==> src/rtl/fetch_pkg.sv <==
// fetch_pkg: shared FSM encoding, word size and reset address for the fetch stage
package fetch_pkg;
    typedef enum logic [1:0] {FETCH, HOLD, SQUASH} state_t;
    localparam logic [31:0] WORD_BYTES = 32'd4;
    localparam logic [31:0] RESET_PC_DEFAULT = 32'h0000_0000;
endpackage

==> src/rtl/fetch_out_buffer.sv <==
// fetch_out_buffer: IF/ID output register plus one-entry skid register
module fetch_out_buffer (
    input  logic        clk,
    input  logic        rst,
    input  logic        flush,
    input  logic        freeze,
    input  logic        load,
    input  logic        unload,
    input  logic [31:0] load_pc,
    input  logic [31:0] load_word,
    output logic        valid,
    output logic [31:0] pc,
    output logic [31:0] instruction,
    output logic        slot_free
);
    logic [31:0] skid_pc, skid_word;
    assign slot_free = !valid || !freeze;
    always_ff @(posedge clk) begin
        if (rst) begin
            valid <= 1'b0;
            pc <= '0;
            instruction <= '0;
            skid_pc <= '0;
            skid_word <= '0;
        end else if (flush) begin
            valid <= 1'b0;
            skid_pc <= '0;
            skid_word <= '0;
        end else if (load && slot_free) begin
            valid <= 1'b1;
            pc <= load_pc;
            instruction <= load_word;
        end else if (load) begin
            skid_pc <= load_pc;
            skid_word <= load_word;
        end else if (unload) begin
            valid <= 1'b1;
            pc <= skid_pc;
            instruction <= skid_word;
        end else if (slot_free) begin
            valid <= 1'b0;
        end
    end
endmodule

==> src/rtl/fetch_controller.sv <==
// fetch_controller: instruction fetch FSM with redirect squash; FETCH_PERF_EN adds stall_count
module fetch_controller
    import fetch_pkg::*;
#(
    parameter logic [31:0] RESET_PC = RESET_PC_DEFAULT
) (
    input  logic        clk,
    input  logic        rst,
    input  logic        freeze,
    input  logic        branch_taken,
    input  logic [31:0] branch_address,
    output logic        mem_req,
    output logic [31:0] mem_addr,
    input  logic        mem_ready,
    input  logic [31:0] mem_rdata,
    output logic        if_valid,
    output logic [31:0] if_pc,
    output logic [31:0] if_instruction
`ifdef FETCH_PERF_EN
    ,
    output logic [31:0] stall_count
`endif
);
    state_t state, state_n;
    logic [31:0] pc, pc_n, redirect, redirect_n, pc_inc;
    logic load, unload, slot_free;
    assign pc_inc = pc + WORD_BYTES;
    assign mem_addr = pc;
    assign mem_req = state != HOLD;
    always_comb begin
        state_n = state;
        pc_n = pc;
        redirect_n = redirect;
        load = 1'b0;
        unload = 1'b0;
        case (state)
            FETCH:
                if (branch_taken) begin
                    if (mem_ready) pc_n = branch_address;
                    else begin
                        redirect_n = branch_address;
                        state_n = SQUASH;
                    end
                end else if (mem_ready) begin
                    pc_n = pc_inc;
                    load = 1'b1;
                    state_n = slot_free ? FETCH : HOLD;
                end
            HOLD:
                if (branch_taken) begin
                    pc_n = branch_address;
                    state_n = FETCH;
                end else if (slot_free) begin
                    unload = 1'b1;
                    state_n = FETCH;
                end
            SQUASH: begin
                redirect_n = branch_taken ? branch_address : redirect;
                if (mem_ready) begin
                    pc_n = branch_taken ? branch_address : redirect;
                    state_n = FETCH;
                end
            end
            default: state_n = FETCH;
        endcase
    end
    always_ff @(posedge clk) begin
        if (rst) begin
            state <= FETCH;
            pc <= RESET_PC;
            redirect <= '0;
        end else begin
            state <= state_n;
            pc <= pc_n;
            redirect <= redirect_n;
        end
    end
    fetch_out_buffer u_buf (
        .clk(clk),
        .rst(rst),
        .flush(branch_taken),
        .freeze(freeze),
        .load(load),
        .unload(unload),
        .load_pc(pc_inc),
        .load_word(mem_rdata),
        .valid(if_valid),
        .pc(if_pc),
        .instruction(if_instruction),
        .slot_free(slot_free)
    );
`ifdef FETCH_PERF_EN
    always_ff @(posedge clk) begin
        if (rst) stall_count <= '0;
        else if (((mem_req && !mem_ready) || state == HOLD) && stall_count != '1)
            stall_count <= stall_count + 32'd1;
    end
`endif
endmodule

==> config.mk <==
export PLATFORM = sky130hd
export DESIGN_NAME = fetch_controller
export DESIGN_NICKNAME = d
export VERILOG_FILES = /design/src/rtl/fetch_pkg.sv /design/src/rtl/fetch_out_buffer.sv /design/src/rtl/fetch_controller.sv
export SDC_FILE = /design/constraint.sdc
export NUM_CORES = 1
export LEC_CHECK = 0
export CORE_ASPECT_RATIO = 1.2
export CORE_UTILIZATION = 48
export DETAILED_ROUTE_END_ITERATION = 10
export PLACE_DENSITY = 0.81
export SLEW_MARGIN = 20
export SYNTH_ARGS = -nofsm -noshare
export SYNTH_HDL_FRONTEND = slang
export SYNTH_SLANG_ARGS = --single-unit
==> constraint.sdc <==
create_clock -name clk -period 2.1 [get_ports clk]
set_input_delay 0.315 -clock clk [delete_from_list [all_inputs] [get_ports clk]]
set_output_delay 0.315 -clock clk [all_outputs]
set_load 0.005 [all_outputs]
==> results.sh <==
export IMPL_switching_share_pct=27.6
export IMPL_required_ns=2.46
export IMPL_combPwrFrac_pct=18.1
export IMPL_tightest_slew_ns=0.823
export IMPL_drv_cap=0
export IMPL_grt_pass1_vias=9027
export IMPL_placed_area_sq_um=11900
export IMPL_synthArstFlopShare_pct=0
export IMPL_drc=0
export IMPL_cp_slowest_stage_delay_ns=0.33
export IMPL_die_width_um=128
export IMPL_slew_headroom_pct=45.1
export IMPL_place_port_buffers=166
export IMPL_fp_row_count=54
export IMPL_cts_buffer_depth=2
export IMPL_synth_cell_types=72
export IMPL_critPathCaptureType="flip-flop"
export IMPL_synth_area_sq_um=9150
export IMPL_initial_core_util_pct=49.6
export IMPL_ys_seq_area_share_pct=42.7
export IMPL_htreeDepth=4
export IMPL_yosysTopAreaCell="dfxtp_1"
export IMPL_syn_nets=1221
export IMPL_final_hold_viol_count=0
export IMPL_p_leak_nw=4.51
export IMPL_post_route_min_period_ns=2.08
export IMPL_crit_arrival_ns=2.44
export IMPL_grt_max_degree=75
export IMPL_placedCellCount=1602
export IMPL_dieHeight_um=153
export IMPL_final_area_sq_um=12800
export IMPL_synth_most_common_cell="nand2_1"
export IMPL_antenna_found_initial=0
export IMPL_critical_path_top_delay_family="compound AO/OA/AOI/OAI gates"
export IMPL_drt_pass1_iterations=5
export IMPL_yosys_top_cells_count="nand2_1 (226), dfxtp_1 (195), a21oi_1 (180)"
export IMPL_path_cells="inv_1 -> ha_4 -> or2_2 -> o2111ai_4 -> buf_4 -> or2_2 -> o32ai_2 -> o2bb2ai_1"
export IMPL_clockPowerShare_pct=37.5
export IMPL_final_cells=1641
export IMPL_fmax_mhz=480
export IMPL_p_int_w=0.00643
export IMPL_syn_inst=1148
export IMPL_place_gp_congestion=0.922
export IMPL_syn2layout_area_growth_pct=40.0
export IMPL_hold_path_class="input pin to flip-flop"
export IMPL_yosysTopAreaCellShare_pct=42.7
export IMPL_antenna_cells=0
export IMPL_synth_area_top_cells="dfxtp_1 (43%), a21oi_1 (9.8%), nand2_1 (9.3%)"
export IMPL_ys_flop_type="dfxtp_1"
export IMPL_via_count=9777
export IMPL_setup_viol=0
export IMPL_grt_pass1_wl_um=45900
export IMPL_final_nets=1450
export IMPL_status="finished, final reports clean"
export IMPL_hold_depth=2
export IMPL_ys_warn_count=0
export IMPL_slew_viol_final=0
export IMPL_ys_ff_latch=195
export IMPL_synth_edf_count=0
export IMPL_ctsHoldBuffers=0
export IMPL_numCtsBuffers=17
export IMPL_skew_ns=0.00930
export IMPL_timing_final_crit_share_pct=99.2
export IMPL_design_core_area_sq_um=18400
export IMPL_worstSetupPathType="flip-flop to flip-flop"
export IMPL_p_sw_w=0.00245
export IMPL_ios=167
export IMPL_dp_final_hpwl_um=20500
export IMPL_seqPwrFrac_pct=44.4
export IMPL_drive_gt1_share_pct=17.0
export IMPL_grt_util_all_layers_pct=29.1
export IMPL_ir_drop_v=0.000576
export IMPL_start_kind="flip-flop"
export IMPL_dieArea_sq_um=19600
export IMPL_cp_common_cell="or2_2"
export IMPL_crit_fanout=5
export IMPL_cts_clk_slew_worst_paths_ns=0.07
export IMPL_worst_path_buf_inv=2
export IMPL_p_per_area_nw_per_um2=693
export IMPL_drtAntennaViolNets=0
export IMPL_finalSetupTns_ns=0
export IMPL_rr_worst_depth=8
export IMPL_crit_slowest_cell="dfxtp_1"
export IMPL_grt_overflow_total=0
export IMPL_clock_latency_ns=0.44
export IMPL_cts_sinks=195
export IMPL_drt_iter0_markers=819
export IMPL_synth_avg_cell_area_sq_um=7.97
export IMPL_wl_um=29400
export IMPL_cp_depth=8
export IMPL_cts_tree="yes"
export IMPL_vias_per_cell=5.96
export IMPL_clockRootBuffer="clkbuf_16"
export IMPL_wl_per_cell_um=17.9
==> placed cells by master (no fill, tap or decap), types with 5 or more instances in the layout <==
cell / Yosys / final
dfxtp_1: 195 / 193
buf_12: 0 / 12
xnor2_1: 14 / 13
mux2i_1: 9 / 9
xor2_1: 11 / 11
and4_1: 7 / 7
nand2_1: 226 / 226
clkdlybuf4s50_1: 0 / 165
a211oi_1: 12 / 12
a31oi_1: 11 / 11
nand3_1: 22 / 22
a22oi_1: 15 / 15
a22o_1: 9 / 9
nand4_1: 9 / 9
o221ai_1: 41 / 41
o211ai_1: 10 / 10
o21ai_0: 60 / 59
a221oi_1: 18 / 18
a21o_1: 8 / 8
nor3_1: 16 / 14
nor2_1: 51 / 47
nor4_1: 11 / 9
a21oi_1: 180 / 176
inv_1: 12 / 9
mux2_2: 5 / 5
buf_6: 0 / 6
buf_4: 3 / 130
clkbuf_16: 0 / 17
==> power groups by stage <==
stage / logic [W] / clock network [W] / registers, W
6_report: 0.00161 / 0.00333 / 0.00394
5_1_grt: 0.00172 / 0.00349 / 0.00396
3_5_place_dp: 0.00150 / 0 / 0.00402
3_3_place_gp: 0.00148 / 0 / 0.00402
4_1_cts: 0.00154 / 0.00334 / 0.00394
2_1_floorplan: 0.000681 / 0 / 0.00403
==> registers in the layout, indices dropped and copies added, names as in the netlist <==
| register | count |
|---|---|
| mem_addr | 32 |
| redirect | 32 |
| u_buf.instruction | 32 |
| u_buf.pc | 32 |
| u_buf.skid_pc | 32 |
| u_buf.skid_word | 32 |
| state | 2 |
| u_buf.valid | 1 |
==> timing repair <==
item | 4_1_cts | 5_1_grt
gates resized for setup | 10 | 36
buffers inserted | 3 | 4
pin swaps | 0 | 9
cloned | 1 | 0
setup endpoints to repair | 19 | 110
==> metal layers <==
metal / vias to the layer above / global-route usage, % / part of all wire, %
met3: 64 / 4.69 / 7.3
met1: 4619 / 37.4 / 41
met5: - / 0 / 0
li1: 4638 / - / -
met2: 456 / 49.6 / 48
met4: 0 / 9.24 / 2.9
==> cells by family after synthesis <==
group,synth area share [%]
AOI/OAI and AO/OA,28.3
and+or+nand+nor,19.4
DFF,42.7
buffers and inverters,5.10
xor gates and xnor gates,2.39
muxes,1.60
adders and majority gates,0.547
==> through the flow <==
step | hold WS, ns | power, W | setup WS, ns | utilization, %
2_1_floorplan | 0.434 | 0.00471 | 0.00884 | -
3_3_place_gp | 0.437 | 0.00549 | -0.221 | 64.7
3_5_place_dp | 0.442 | 0.00553 | -0.281 | 64.7
4_1_cts | 0.218 | 0.00882 | -0.0147 | 68.3
5_1_grt | 0.234 | 0.00917 | -0.0354 | 69.5
6_report | 0.244 | 0.00888 | 0.0159 | 69.5
==> final cells by class <==
class | instances | area (sq um)
Clock inverter | 12 | 148
Inverter | 13 | 48.8
Fill cell | 1436 | 5630
Timing Repair Buffer | 315 | 2960
Tap cell | 252 | 315
Clock buffer | 19 | 443
Sequential cell | 195 | 3910
Multi-Input combinational cell | 835 | 4990
==> path summary, 6_finish.rpt <==
path                                            start  slack, ns                    end
worst max-delay path                         state[1]       0.02           mem_addr[13]
worst min register to register  u_buf.instruction[25]       0.45  u_buf.instruction[25]
worst max register to register               state[1]       0.02           mem_addr[13]
worst min-delay path                              rst       0.24   u_buf.instruction[5]
==> worst reg2reg max path, cell delays in order (launching register included) <==
cell       delay [ns]
dfxtp_1          0.33
inv_1            0.11
ha_4             0.32
or2_2            0.19
o2111ai_4        0.18
buf_4            0.18
or2_2            0.32
o32ai_2          0.22
o2bb2ai_1        0.16
Note: power is estimated with default switching activity, not from simulation.
